--- src/rtl/mem_dev_if.sv ---
// Command/data bus between a memory controller and mem_dev_responder.
// The master modport is the controller side and the slave modport is the device side.
interface mem_dev_if;
    logic        cs_n;
    logic [2:0]  command;
    logic [3:0]  RA;
    logic [11:0] CA;
    logic        dq_i;
    logic        dq_o;
    logic        dq_oe;
    logic        busy;
    logic        err;

    modport master (
        output cs_n, command, RA, CA, dq_i,
        input  dq_o, dq_oe, busy, err
    );

    modport slave (
        input  cs_n, command, RA, CA, dq_i,
        output dq_o, dq_oe, busy, err
    );
endinterface

--- src/rtl/mem_dev_responder.sv ---
// Serial memory device model with ACT/RD/WR/PRE commands and 32-bit LSB-first data bursts.
// Defining MEM_RESP_PARITY_EN adds a 33rd even-parity bit to every burst.
//
// state      | meaning
// -----------+-------------------------------------------------
// S_IDLE     | no row open; only ACT is accepted
// S_ACTIVE   | row open; accepts ACT, PRE, RD and WR
// S_WR_SHIFT | shifting in serial write data
// S_RD_WAIT  | waiting out the RD_LATENCY cycles
// S_RD_SHIFT | driving serial read data onto dq_o
module mem_dev_responder #(
    parameter int DEPTH      = 16,
    parameter int RD_LATENCY = 2
) (
    input  logic      clk,
    input  logic      rst_n,
    mem_dev_if.slave  bus
);
    localparam int AW = (DEPTH > 1) ? $clog2(DEPTH) : 1;
`ifdef MEM_RESP_PARITY_EN
    localparam int BURST = 33;
`else
    localparam int BURST = 32;
`endif
    localparam int CW = $clog2(BURST);
    localparam logic [CW-1:0] LAST = CW'(BURST - 1);

    localparam logic [2:0] CMD_NOP = 3'b000;
    localparam logic [2:0] CMD_ACT = 3'b001;
    localparam logic [2:0] CMD_RD  = 3'b010;
    localparam logic [2:0] CMD_WR  = 3'b011;
    localparam logic [2:0] CMD_PRE = 3'b100;

    typedef enum logic [2:0] {
        S_IDLE,
        S_ACTIVE,
        S_WR_SHIFT,
        S_RD_WAIT,
        S_RD_SHIFT
    } state_t;

    state_t           state_q, state_d;
    logic [3:0]       row_q, row_d;
    logic [AW-1:0]    idx_q, idx_d;
    logic [CW-1:0]    bit_q, bit_d;
    logic [2:0]       lat_q, lat_d;
    logic [BURST-1:0] wsh_q, wsh_d;
    logic [BURST-1:0] rsh_q, rsh_d;
    logic             dq_o_q, dq_o_d;
    logic             dq_oe_q, dq_oe_d;
    logic             err_q, err_d;
    logic [31:0]      mem_q [DEPTH];

    logic             cmd_vld;
    logic [15:0]      addr_full;
    logic [AW-1:0]    cmd_idx;
    logic             mem_we;
    logic             wr_ok;

    assign cmd_vld   = !bus.cs_n && (bus.command != CMD_NOP);
    assign addr_full = {row_q, bus.CA};
    assign cmd_idx   = AW'(addr_full);

    always_comb begin
        state_d = state_q;
        row_d   = row_q;
        idx_d   = idx_q;
        bit_d   = bit_q;
        lat_d   = lat_q;
        wsh_d   = wsh_q;
        rsh_d   = rsh_q;
        dq_o_d  = 1'b0;
        dq_oe_d = 1'b0;
        err_d   = err_q;
        mem_we  = 1'b0;
        wr_ok   = 1'b1;

        case (state_q)
            S_IDLE: begin
                if (cmd_vld) begin
                    if (bus.command == CMD_ACT) begin
                        row_d   = bus.RA;
                        state_d = S_ACTIVE;
                    end else if (bus.command != CMD_PRE) begin
                        err_d = 1'b1;
                    end
                end
            end
            S_ACTIVE: begin
                if (cmd_vld) begin
                    case (bus.command)
                        CMD_ACT: row_d = bus.RA;
                        CMD_PRE: state_d = S_IDLE;
                        CMD_WR: begin
                            idx_d   = cmd_idx;
                            bit_d   = '0;
                            state_d = S_WR_SHIFT;
                        end
                        CMD_RD: begin
                            idx_d = cmd_idx;
                            bit_d = '0;
`ifdef MEM_RESP_PARITY_EN
                            rsh_d = {^mem_q[cmd_idx], mem_q[cmd_idx]};
`else
                            rsh_d = mem_q[cmd_idx];
`endif
                            if (RD_LATENCY == 0) begin
                                state_d = S_RD_SHIFT;
                            end else begin
                                lat_d   = 3'(RD_LATENCY);
                                state_d = S_RD_WAIT;
                            end
                        end
                        default: err_d = 1'b1;
                    endcase
                end
            end
            S_WR_SHIFT: begin
                if (cmd_vld) err_d = 1'b1;
                wsh_d = {bus.dq_i, wsh_q[BURST-1:1]};
                if (bit_q == LAST) begin
`ifdef MEM_RESP_PARITY_EN
                    wr_ok = ((^wsh_d[31:0]) == wsh_d[32]);
`endif
                    mem_we  = wr_ok;
                    if (!wr_ok) err_d = 1'b1;
                    state_d = S_ACTIVE;
                end else begin
                    bit_d = bit_q + CW'(1);
                end
            end
            S_RD_WAIT: begin
                if (cmd_vld) err_d = 1'b1;
                if (lat_q <= 3'd1) begin
                    state_d = S_RD_SHIFT;
                end else begin
                    lat_d = lat_q - 3'd1;
                end
            end
            S_RD_SHIFT: begin
                if (cmd_vld) err_d = 1'b1;
                // The first shift edge only puts bit 0 on the bus; bit_q then tracks the bit being driven.
                if (!dq_oe_q) begin
                    dq_oe_d = 1'b1;
                    dq_o_d  = rsh_q[0];
                    rsh_d   = rsh_q >> 1;
                    bit_d   = '0;
                end else if (bit_q == LAST) begin
                    state_d = S_ACTIVE;
                end else begin
                    dq_oe_d = 1'b1;
                    dq_o_d  = rsh_q[0];
                    rsh_d   = rsh_q >> 1;
                    bit_d   = bit_q + CW'(1);
                end
            end
            default: state_d = S_IDLE;
        endcase
    end

    always_ff @(posedge clk or negedge rst_n) begin
        if (!rst_n) begin
            state_q <= S_IDLE;
            row_q   <= '0;
            idx_q   <= '0;
            bit_q   <= '0;
            lat_q   <= '0;
            wsh_q   <= '0;
            rsh_q   <= '0;
            dq_o_q  <= 1'b0;
            dq_oe_q <= 1'b0;
            err_q   <= 1'b0;
        end else begin
            state_q <= state_d;
            row_q   <= row_d;
            idx_q   <= idx_d;
            bit_q   <= bit_d;
            lat_q   <= lat_d;
            wsh_q   <= wsh_d;
            rsh_q   <= rsh_d;
            dq_o_q  <= dq_o_d;
            dq_oe_q <= dq_oe_d;
            err_q   <= err_d;
        end
    end

    always_ff @(posedge clk or negedge rst_n) begin
        if (!rst_n) begin
            mem_q <= '{default: '0};
        end else if (mem_we) begin
            mem_q[idx_q] <= wsh_d[31:0];
        end
    end

    assign bus.dq_o  = dq_o_q;
    assign bus.dq_oe = dq_oe_q;
    assign bus.err   = err_q;
    assign bus.busy  = (state_q == S_WR_SHIFT) || (state_q == S_RD_WAIT) ||
                       (state_q == S_RD_SHIFT);
endmodule

--- src/flat_wrapper.sv ---
// flat-port wrapper written by rule: the top's interface ports become plain ports
module mem_dev_responder_flat 
#(
    parameter int DEPTH      = 16,
    parameter int RD_LATENCY = 2
)
  (clk, rst_n, bus_cs_n, bus_command, bus_RA, bus_CA, bus_dq_i, bus_dq_o, bus_dq_oe, bus_busy, bus_err);
  mem_dev_if bus_i ();
  input  logic clk;
  input  logic rst_n;
  input wire logic [$bits(bus_i.cs_n)-1:0] bus_cs_n;
  input wire logic [$bits(bus_i.command)-1:0] bus_command;
  input wire logic [$bits(bus_i.RA)-1:0] bus_RA;
  input wire logic [$bits(bus_i.CA)-1:0] bus_CA;
  input wire logic [$bits(bus_i.dq_i)-1:0] bus_dq_i;
  output wire logic [$bits(bus_i.dq_o)-1:0] bus_dq_o;
  output wire logic [$bits(bus_i.dq_oe)-1:0] bus_dq_oe;
  output wire logic [$bits(bus_i.busy)-1:0] bus_busy;
  output wire logic [$bits(bus_i.err)-1:0] bus_err;
  assign bus_i.cs_n = bus_cs_n;
  assign bus_i.command = bus_command;
  assign bus_i.RA = bus_RA;
  assign bus_i.CA = bus_CA;
  assign bus_i.dq_i = bus_dq_i;
  assign bus_dq_o = bus_i.dq_o;
  assign bus_dq_oe = bus_i.dq_oe;
  assign bus_busy = bus_i.busy;
  assign bus_err = bus_i.err;
  mem_dev_responder #(.DEPTH(DEPTH), .RD_LATENCY(RD_LATENCY)) u_core (.clk(clk), .rst_n(rst_n), .bus(bus_i));
endmodule
--- config.mk ---
export PLATFORM = sky130hd
export DESIGN_NAME = mem_dev_responder_flat
export DESIGN_NICKNAME = d
export VERILOG_FILES = /design/src/rtl/mem_dev_if.sv /design/src/rtl/mem_dev_responder.sv /design/src/flat_wrapper.sv
export SDC_FILE = /design/constraint.sdc
export NUM_CORES = 1
export LEC_CHECK = 0
export CORE_ASPECT_RATIO = 0.8
export CORE_MARGIN = 3
export CORE_UTILIZATION = 42
export CTS_CLUSTER_DIAMETER = 120
export DETAILED_ROUTE_END_ITERATION = 7
export PLACE_DENSITY = 0.65
export SLEW_MARGIN = 10
export SYNTH_ARGS = -nofsm -noshare
export SYNTH_HDL_FRONTEND = slang
export SYNTH_SLANG_ARGS = --single-unit
--- constraint.sdc ---
create_clock -name clk -period 6.2 [get_ports clk]
set_clock_uncertainty 0.2 [all_clocks]
set_input_delay 1.24 -clock clk [delete_from_list [all_inputs] [get_ports clk]]
set_output_delay 1.24 -clock clk [all_outputs]
set_load 0.03 [all_outputs]
### Yosys cells after proc, flatten, opt, wreduce, memory -nomap -nowiden

Index checks and enable logic that the tools add are counted.

| storage, ports and cells | value |
|---|---|
| register bits | 594 |
| bits in latches | 0 |
| memory bits (writable) | 0 |
| memory bits (read-only) | 0 |
| bits of input ports | 23 |
| output and inout bits | 4 |
| logic and storage cells | 121 |
| memories kept | 0 |

| cells by class | value |
|---|---|
| $add $sub $neg | 2 |
| multipliers | 0 |
| div/mod/pow operators | 0 |
| magnitude comparators | 4 |
| equality and inequality tests | 24 |
| shift-type cells | 0 |
| multiplexer cells | 44 |
| bitwise operators | 2 |
| reduce and logical (&&, ||, !) cells | 20 |

Operators with widths:

| kind | number |
|---|---|
| $bwmux W512 | 1 |
| $mux W32 | 8 |
| $bmux W32 S4 | 1 |
| $demux W32 S4 | 1 |
| $pmux W32 S2 | 1 |
| $mux W3 | 9 |
| $mux W5 | 4 |
| $ne A2 B1 Y1 const B | 8 |
| $pmux W3 S5 | 1 |
| $pmux W5 S3 | 1 |
| $mux W1 | 14 |
| $eq A3 B2 Y1 const B | 4 |
| $ge A5 B5 Y1 const B | 2 |
| $not A4 Y5 | 2 |
| $pmux W3 S3 | 1 |
| $reduce_bool A3 Y1 | 3 |
| $ne A2 B2 Y1 const B | 4 |
| $reduce_and A4 Y1 | 2 |
| $reduce_and A7 Y1 | 1 |
| $eq A3 B1 Y1 const B | 2 |
| $eq A3 B3 Y1 const B | 2 |
| $ne A3 B3 Y1 const B | 2 |
| $pmux W3 S2 | 1 |
| $reduce_and A3 Y1 | 2 |
| 16 further kinds | 19 |

### Depth between registers and ports, before layout

| logic depth | value |
|---|---|
| depth after elaboration | 7 |
| depth in mapped cells | 8 |
| gate-level depth less buffers | 7 |

### Worst setup path after synthesis

Ideal clock, no wire load.

| timing path | value |
|---|---|
| kind | input-to-reg |
| start | input port bus_CA[0] |
| end | register u_core.rsh_q[31] |
| data arrival time | 2.807 ns |
| data required time | 5.875 ns |
| path slack | 3.068 ns |
| stages | 6 |
| cells stage by stage | clkbuf_1 buf_2 mux4_2 a22oi_1 a21oi_1 mux2_2 |

| on the way | value |
|---|---|
| word-level cells in the longest chain between the ends | 7 |

Ends and longest elaborated chain:

| element | line | RTL |
|---|---|---|
| start, declared | flat_wrapper.sv:14 | `input wire logic [$bits(bus_i.CA)-1:0] bus_CA;` |
| $not A4 Y5 (implied by the code) | mem_dev_responder.sv:105 | `rsh_d = mem_q[cmd_idx];` |
| $bmux W32 S4 | mem_dev_responder.sv:105 |  |
| $mux W32 (implied by the code) (2 in a row) | mem_dev_responder.sv:105 |  |
| $mux W32 | mem_dev_responder.sv:91 | `case (bus.command)` |
| $mux W32 | mem_dev_responder.sv:90 | `if (cmd_vld) begin` |
| $pmux W32 S2 | mem_dev_responder.sv:78 | `case (state_q)` |
| end signal, assigned | mem_dev_responder.sv:180 | `rsh_q <= rsh_d;` |
| end, declared | mem_dev_responder.sv:48 | `logic [BURST-1:0] rsh_q, rsh_d;` |

Every way passes these cells. The select of a mux whose other input is x is not followed.
A chain may end at the register's enable or synchronous reset.

### Worst setup path in the final report

| timing path | value |
|---|---|
| start | register u_core.state_q[1] |
| end | output port bus_busy |

| on the way | value |
|---|---|
| word-level cells in the longest chain between the ends | 3 |

Ends and longest elaborated chain:

| element | line | RTL |
|---|---|---|
| start, declared | mem_dev_responder.sv:42 | `state_t state_q, state_d;` |
| start signal, assigned | mem_dev_responder.sv:174 | `state_q <= state_d;` |
| $eq A3 B2 Y1 | mem_dev_responder.sv:198 | `assign bus.busy = (state_q == S_WR_SHIFT) \|\| (state_q == S_RD_WAIT) \|\|` |
| $logic_or A1 B1 Y1 | mem_dev_responder.sv:198 |  |
| $logic_or A1 B1 Y1 * | mem_dev_responder.sv:198 |  |
| end, declared | flat_wrapper.sv:18 | `output wire logic [$bits(bus_i.busy)-1:0] bus_busy;` |

Mark *: on every way between the ends. The rest lies on a longest branch, timed or not.

==> results.json <==
{
  "status": "complete, no violations",
  "setup_viol": 0,
  "drive_above_1_share": 0.138,
  "syn2layout_area_growth_pct": 10.6,
  "final_net_count": 2256,
  "cp_slowest_cell": "clkdlybuf4s50_1",
  "drt-total-wl_um": 61700,
  "cts.sinks": 594,
  "post_drt_wl_per_cell_um": 20.3,
  "hp-start": "u_core.mem_q[200]",
  "crit_type": "flip-flop to primary output",
  "period_needed_ns": 4.03,
  "final.period_utilization": 0.650,
  "synthArstFlopShare": 1.00,
  "r2r_start": "u_core.state_q[1]",
  "ys_types": 51,
  "timing.rr.end": "u_core.mem_q[12]",
  "slew_violations": 0,
  "final_common_cell": "dfrtp_1",
  "drt_iter0_drc": 1552,
  "path_cells": "or3b_2 -> nand2_1 -> clkdlybuf4s50_1",
  "drt_first_pass_iters": 5,
  "grt_pass1_vias": 17463,
  "syn_nets": 2344,
  "cts_resized": 0,
  "ioPinCount": 27,
  "tns_ns": 0,
  "start_util": 0.430,
  "holdPathEnd": "u_core.mem_q[200]",
  "cts_buffers": 55,
  "clockRootBuffer": "clkbuf_16",
  "end_kind": "primary output",
  "grt_overflow": 0,
  "finalHoldViolations": 0,
  "grt_max_degree": 143,
  "worstPathRequired_ns": 4.76,
  "whs_path_depth": 2,
  "r2r_slack_ns": 2.49,
  "cts_hold_buf": 0,
  "place_area_sq_um": 26100,
  "cp_slowest_stage_delay_ns": 0.68,
  "die_h_um": 226,
  "layout_common_cells": "dfrtp_1 (594), nand2_1 (520), o21ai_0 (506)",
  "antenna_left": 0,
  "grt_pass1_wl_um": 99200,
  "cts_max_level": 2,
  "core_sq_um": 58900,
  "yosys_most_used_dff": "dfrtp_1",
  "max_freq_mhz": 248,
  "worstMarginPinSlew_ns": 1.18,
  "viasPerCell": 5.66,
  "yosys_warnings": 0,
  "peakVddDrop_uv": 171,
  "worst_setup_path_start_kind": "flip-flop",
  "drv_cap": 0,
  "rsz0062_at_grt": "no",
  "cts_tree": "done",
  "clk_latency_ns": 0.62,
  "syn_area_per_cell_sq_um": 10.9,
  "arrival_ns": 2.59,
  "cts_buffer_depth": 3,
  "dieArea_sq_um": 63400,
  "synth_edf_count": 0,
  "postSynthCellCount": 2318,
  "syn_area_sq_um": 25400,
  "dp_cells": 2942,
  "final-instance-count-excl-fill": 3047,
  "final_area_sq_um": 28000,
  "critPathMaxFanout": 19,
  "hold_path.class": "flip-flop to flip-flop",
  "port_buffers": 14,
  "power_density_nw_per_um2": 334,
  "grt_antenna_before_repair": 0,
  "grt_usage": 0.200,
  "hpwl_um": 34700,
  "rr_worst_depth": 7,
  "gp_congestion": 0.757,
  "rows": 79,
  "die_w_um": 281,
  "drc": 0,
  "vias": 17240,
  "post_cts_buffers": 0,
  "seq_area_frac_synth": 0.586,
  "synth-seq-cells": 594,
  "slew-limit-headroom": 0.192,
  "cts.clk_slew.worst_paths_ns": 0.07,
  "p_leak_uw": 0.0123
}
-- cell usage after synthesis, drive strengths merged, types with 4 or more instances --
master	number	area [sq um]
nand2	532	2010
o21ai	514	2570
nor2	48	180
or3b	4	35.0
buf	57	284
nor2b	4	25.0
a22oi	65	488
inv	39	146
mux2i	34	344
clkbuf	140	526
a21oi	103	519
mux4	128	2880
mux2	5	56.3
dfrtp	594	14900
nand3	9	55.1
-- worst max-delay path: cells and delay by family, from the launching register on --
family / cells / cell delay (ns)
and+or+nand+nor: 2 / 0.67
buffers and inverters: 1 / 0.68
DFF: 1 / 0.63
-- stage by stage --
stage | power, uW | utilization | hold slack [ns] | setup slack, ns
3_5_place_dp | 5820 | 0.443 | 0.266 | 1.95
4_1_cts | 9390 | 0.475 | 0.280 | 2.16
3_3_place_gp | 5770 | 0.443 | 0.255 | 1.94
2_1_floorplan | 5380 | - | 0.245 | 3.07
6_report | 9370 | 0.476 | 0.273 | 2.17
5_1_grt | 9810 | 0.476 | 0.292 | 2.10
-- power breakdown --
group,internal [uW],switching [uW],total (uW)
clock network,2070,1490,3560
logic,393,998,1390
registers,4160,256,4420
-- worst max-delay path by stage --
stage	cells after the start	endpoint	from
after floorplan	6	u_core.rsh_q[31]	bus_CA[0]
after global placement	7	u_core.rsh_q[15]	bus_command[2]
after detailed placement	7	u_core.rsh_q[15]	bus_command[2]
after CTS	3	bus_busy	u_core.state_q[1]
after global routing	3	bus_busy	u_core.state_q[1]
final	3	bus_busy	u_core.state_q[1]
-- cell type report --
type                            count  area, sq um
Antenna cell                        1         2.50
Clock buffer                       84         1680
Clock inverter                     20          243
Fill cell                        5260        30900
Inverter                           39          146
Multi-Input combinational cell   1488         9660
Sequential cell                   594        14900
Tap cell                          769          962
Timing Repair Buffer               52          498
-- per-layer routing --
metal,track usage,share of wire
met1,0.292,0.46
met2,0.308,0.45
met5,0,0
met4,0.0502,0.017
met3,0.0438,0.073
-- state kept, by name, indices dropped and copies added, names as in the netlist --
name,count
u_core.mem_q,512
u_core.rsh_q,32
u_core.wsh_q,32
u_core.bit_q,5
u_core.idx_q,4
u_core.lat_q,3
u_core.state_q,3
u_core.bus.dq_o,1
u_core.bus.dq_oe,1
u_core.bus.err,1
-- logic make-up (layout without fill, tap and decap cells) --
logic type | after synthesis | count (layout) | synth area share
adders and majority gates | 3 | 3 | 0.00148
xor gates and xnor gates | 3 | 3 | 0.00104
AOI/OAI and AO/OA | 698 | 698 | 0.146
buffers and inverters | 236 | 195 | 0.0377
DFF | 594 | 594 | 0.586
and+or+nand+nor | 617 | 617 | 0.0979
other | 0 | 1 | 0
muxes | 167 | 167 | 0.129
Note: power is estimated with default switching activity, not from simulation.
